$ cat config.mk
export PLATFORM = sky130hd
export DESIGN_NAME = pc_next_unit
export DESIGN_NICKNAME = d
export VERILOG_FILES = /design/src/rtl/pc_next_unit.sv
export SDC_FILE = /design/constraint.sdc
export NUM_CORES = 1
export LEC_CHECK = 0
export BUFFER_PORTS_ARGS = -buffer_cell sky130_fd_sc_hd__buf_2
export CAP_MARGIN = 20
export CELL_PAD_IN_SITES_DETAIL_PLACEMENT = 0
export CELL_PAD_IN_SITES_GLOBAL_PLACEMENT = 2
export CORE_UTILIZATION = 12
export CTS_CLUSTER_SIZE = 12
export DETAILED_ROUTE_END_ITERATION = 10
export PLACE_DENSITY_LB_ADDON = 0.2
export SYNTH_ARGS = -nofsm -noshare
export SYNTH_HDL_FRONTEND = slang
export SYNTH_SLANG_ARGS = --single-unit
$ cat constraint.sdc
create_clock -name clk -period 1.9 [get_ports clk]
set_clock_uncertainty 0.2 [all_clocks]
set_input_delay 0.095 -clock clk [delete_from_list [all_inputs] [get_ports clk]]
set_output_delay 0.095 -clock clk [all_outputs]
set_load 0.01 [all_outputs]
$ cat src/rtl/pc_next_unit.sv
// Next-PC selection for a single-issue fetch stage: sequential, branch, jal and jalr
// redirects, with a trap to TRAP_VEC on a misaligned redirect target.
module pc_next_unit #(
  parameter int unsigned       ADDR_W   = 8,
  parameter int unsigned       IMM_W    = 64,
  parameter logic [ADDR_W-1:0] RESET_PC = '0,
  parameter logic [ADDR_W-1:0] TRAP_VEC = ADDR_W'(8'hF0)
) (
  input  logic              clk,
  input  logic              reset,
  input  logic              stall,
  input  logic              branch,
  input  logic              branch_ne,
  input  logic              zero_flag,
  input  logic              jal,
  input  logic              jalr,
  input  logic [IMM_W-1:0]  rs1_val,
  input  logic [IMM_W-1:0]  immgen,
  input  logic              trap_ack,
  output logic [ADDR_W-1:0] pc,
  output logic [ADDR_W-1:0] link_addr,
  output logic              taken,
  output logic              trap
);

  typedef enum logic {
    ST_RUN  = 1'b0,
    ST_TRAP = 1'b1
  } state_t;

  state_t            state_q, state_d;
  logic [ADDR_W-1:0] pc_q, pc_d;
  logic              taken_q, taken_d;

  logic [ADDR_W-1:0] seq, br_tgt, jalr_sum, jalr_tgt, tgt;
  logic              cond, redirect;

  // Targets wrap modulo 2^ADDR_W, so operand bits above ADDR_W never matter.
  logic unused_hi;
  assign unused_hi = ^{rs1_val[IMM_W-1:ADDR_W], immgen[IMM_W-1:ADDR_W]};

  assign seq       = pc_q + ADDR_W'(4);
  assign br_tgt    = pc_q + {immgen[ADDR_W-2:0], 1'b0};
  assign jalr_sum  = rs1_val[ADDR_W-1:0] + immgen[ADDR_W-1:0];
  assign jalr_tgt  = {jalr_sum[ADDR_W-1:1], 1'b0};
  assign cond      = branch & (zero_flag ^ branch_ne);
  assign link_addr = seq;

  always_comb begin
    tgt      = seq;
    redirect = 1'b0;
    if (jalr) begin
      tgt      = jalr_tgt;
      redirect = 1'b1;
    end else if (jal || cond) begin
      tgt      = br_tgt;
      redirect = 1'b1;
    end
  end

  always_comb begin
    state_d = state_q;
    pc_d    = pc_q;
    taken_d = taken_q;
    if (!stall) begin
      unique case (state_q)
        ST_RUN: begin
          taken_d = 1'b0;
          if (redirect && tgt[1]) begin
            pc_d    = TRAP_VEC;
            state_d = ST_TRAP;
          end else begin
            pc_d    = tgt;
            taken_d = redirect;
          end
        end
        ST_TRAP: begin
          // pc stays parked on the vector for the ack cycle; fetch resumes after.
          pc_d    = TRAP_VEC;
          taken_d = 1'b0;
          if (trap_ack) state_d = ST_RUN;
        end
        default: begin
          state_d = ST_RUN;
          pc_d    = RESET_PC;
          taken_d = 1'b0;
        end
      endcase
    end
  end

  always_ff @(posedge clk) begin
    if (reset) begin
      state_q <= ST_RUN;
      pc_q    <= RESET_PC;
      taken_q <= 1'b0;
    end else begin
      state_q <= state_d;
      pc_q    <= pc_d;
      taken_q <= taken_d;
    end
  end

  assign pc    = pc_q;
  assign taken = taken_q;
  assign trap  = (state_q == ST_TRAP);

endmodule

==> flow_metrics.py <==
metrics = {
    "grt": {
        "antenna_found_initial": 0,
        "met3_usage": 0.00889,
        "grt.total_usage": 0.0883,
        "grt_pass1_vias": 1258,
        "grt_overflow": 0,
        "grt_max_degree": 14,
        "grt_pass1_wl_um": 6820,
        "use_met2": 0.152,
        "met1_usage": 0.116,
        "grt.busiest_layer": "met2",
    },
    "final_layout": {
        "drive_gt1_frac": 0.396,
        "diodes": 0,
        "syn2layout_area_growth_pct": 48.3,
        "postLayoutCoreUtil": 0.182,
        "fin_cells": 345,
        "design_area_mm2": 0.00177,
        "nNetsFinal": 365,
    },
    "drt": {
        "drt_wl_total_um": 4380,
        "first_iter_violations": 53,
        "vias": 1269,
        "wl_per_cell_um": 12.7,
        "route.detailed.drc": 0,
        "viasPerCell": 3.68,
        "ant_nets": 0,
        "drtPass1Iterations": 6,
    },
    "synth": {
        "async_flop_share": 0,
        "avgSynthCellArea_um2": 7.97,
        "synth_edf_count": 0,
        "synth_top_area_cell": "dfxtp_1",
        "synthMostInstantiatedCell": "a21oi_1",
        "ys_seq_elements": 9,
        "synth_top_area_frac": 0.151,
        "yosysSeqAreaShare": 0.151,
        "synthTopCellsByCount": "a21oi_1 (15), ha_1 (13), nand2_1 (12)",
        "syn_inst": 150,
        "synthTopCellsByArea": "dfxtp_1 (15%), ha_1 (14%), a21oi_1 (6.3%), xnor2_1 (5.1%), mux2i_1 (4.2%)",
        "yosys_warnings": 0,
        "synth_flop_cell": "dfxtp_1",
        "synthDistinctLibCells": 48,
        "syn_area_mm2": 0.00120,
    },
    "power_and_ir_drop": {
        "power_density_mw_per_mm2": 520,
        "pwr-share-clk": 0.259,
        "vdd_ir_drop_max_mv": 0.181,
        "switching_power_uw": 350,
        "power.leakage_nw": 0.807,
        "p_int_uw": 573,
        "p_seq_frac": 0.240,
        "p_sw_frac": 0.379,
        "combPwrFrac": 0.501,
    },
    "sta": {
        "hold_viol": 0,
        "fmax_mhz": 514,
        "min_period_ns": 1.95,
        "period_share": 1.02,
        "rsz0062_at_grt": "true",
        "setup_viol": 2,
        "layout_setup_ws_ns": -0.0473,
        "slew_violations": 0,
        "hold_ws_ns": 0.0102,
    },
    "setup_path": {
        "cp_top_family": "adder cells",
        "path_buf_inv": 2,
        "reg2reg_depth": 8,
        "path_class": "reg -> reg",
        "r2r-end": "pc[3]",
        "crit_fanout": 2,
        "slowest_stage": "fa_2",
        "cpPeakStageDelay_ns": 0.36,
        "crit_arrival_ns": 1.86,
        "reg2reg_from": "pc[1]",
        "path_cells": "ha_4, inv_2, fa_2, buf_4, xnor2_1, mux2_1, mux2i_1, o22ai_1",
        "cp.required_ns": 1.81,
        "reg2reg_slack_ns": -0.05,
        "cp-end-kind": "register",
        "crit_start": "pc[1]",
        "cp-start-kind": "register",
    },
    "min_path": {
        "min_path_type": "in -> reg",
        "hold_depth": 3,
        "hold_end": "pc[2]",
        "hp-start": "stall",
    },
    "cts": {
        "clock-root-buffer": "clkbuf_8",
        "cts_inserted_buffers": 3,
        "clk_pin_slew_ns": 0.05,
        "cts_tree": "yes",
        "clk_latency_ns": 0.24,
        "max-clock-path-buffers": 2,
        "numClockSinks": 9,
        "post_cts_buffers": 0,
        "htreeDepth": 1,
    },
    "die": {
        "start_util": 0.123,
        "die_x_um": 102,
        "boundaryPins": 155,
        "coreArea_mm2": 0.00973,
        "rows": 36,
        "die_height_um": 102,
        "die_area_mm2": 0.0104,
    },
    "place": {
        "dp_hpwl_um": 3750,
        "place_ws_ns": -0.107,
        "place_area_mm2": 0.00170,
        "dp.cells": 340,
        "portBuffers": 40,
        "gp_congestion": 0.679,
    },
    "status": {
        "violations": "setup timing",
        "outcome": "complete, but fails checks",
    },
    "job": {
        "maxCapViolations": 0,
    },
}
cell usage in the layout, fill, tap and decap left out, drive strengths merged, types with 3 or more instances in the layout:
cell type,instances
a211oi,3
a21oi,16
buf,63
clkbuf,4
dfxtp,9
ha,13
inv,9
mux2i,5
nand2,12
nand3,4
nor2,9
nor2b,3
nor3,3
o211ai,3
o21ai,8
o22ai,4
or2,3
xnor2,7
xor2,5
worst min-delay path: stages:
cell	delay (ns)
buf_2	0.17
nand2_1	0.08
o22ai_1	0.06
power by group through the flow:
stage,Clock [mW],Combinational (mW),Sequential [mW]
floorplan,0,0.261,0.237
CTS,0.247,0.468,0.222
global route,0.254,0.524,0.225
detailed placement,0,0.463,0.226
finish,0.239,0.463,0.222
global placement,0,0.466,0.226
cells by family after synthesis:
group | after synthesis | share of synthesized area
mux | 6 | 0.0513
buf+inv | 17 | 0.0805
fa+ha+maj | 15 | 0.169
xor+xnor | 12 | 0.0879
simple gates | 43 | 0.189
flops | 9 | 0.151
other cells | 1 | 0.00314
compound gates | 47 | 0.268
routing by layer:
layer  vias up  part of all wire
met5         -                 0
met1       579              0.46
met2        25              0.49
li1        663                 -
met4         0            0.0091
met3         2             0.042
per-stage QoR:
stage	TNS, ns	power [mW]
after global placement	-0.406	0.692
after global routing	-0.420	1.00
after detailed placement	-0.348	0.689
after CTS	-0.203	0.937
after floorplan	0	0.498
final	-0.0788	0.923
timing repair:
| item | in CTS | in global routing |
|---|---|---|
| hold buffers | 1 | 0 |
| setup endpoints to repair | 3 | 5 |
| pin swaps | 2 | 7 |
| gates resized for setup | 1 | 6 |
| endpoints found under the hold margin | 4 | 0 |
sequential cells by signal (all words and copies together) (netlist names):
name   count
pc         7
taken      1
trap       1
cell type report:
class	instances	area, µm²
Fill cell	1162	7960
Multi-Input combinational cell	125	958
Timing Repair Buffer	64	383
Sequential cell	9	183
Tap cell	133	166
Clock buffer	4	45.0
Inverter	10	38.8
worst max-delay path by stage:
stage / cells past startpoint / endpoint / slack, ns
5_1_grt: 8 / pc[7] / -0.15
3_3_place_gp: 9 / pc[6] / -0.14
3_5_place_dp: 9 / pc[6] / -0.11
6_report: 8 / pc[3] / -0.05
2_1_floorplan: 8 / pc[5] / 0.02
4_1_cts: 8 / pc[5] / -0.08
(Power assumes the default switching activity.)
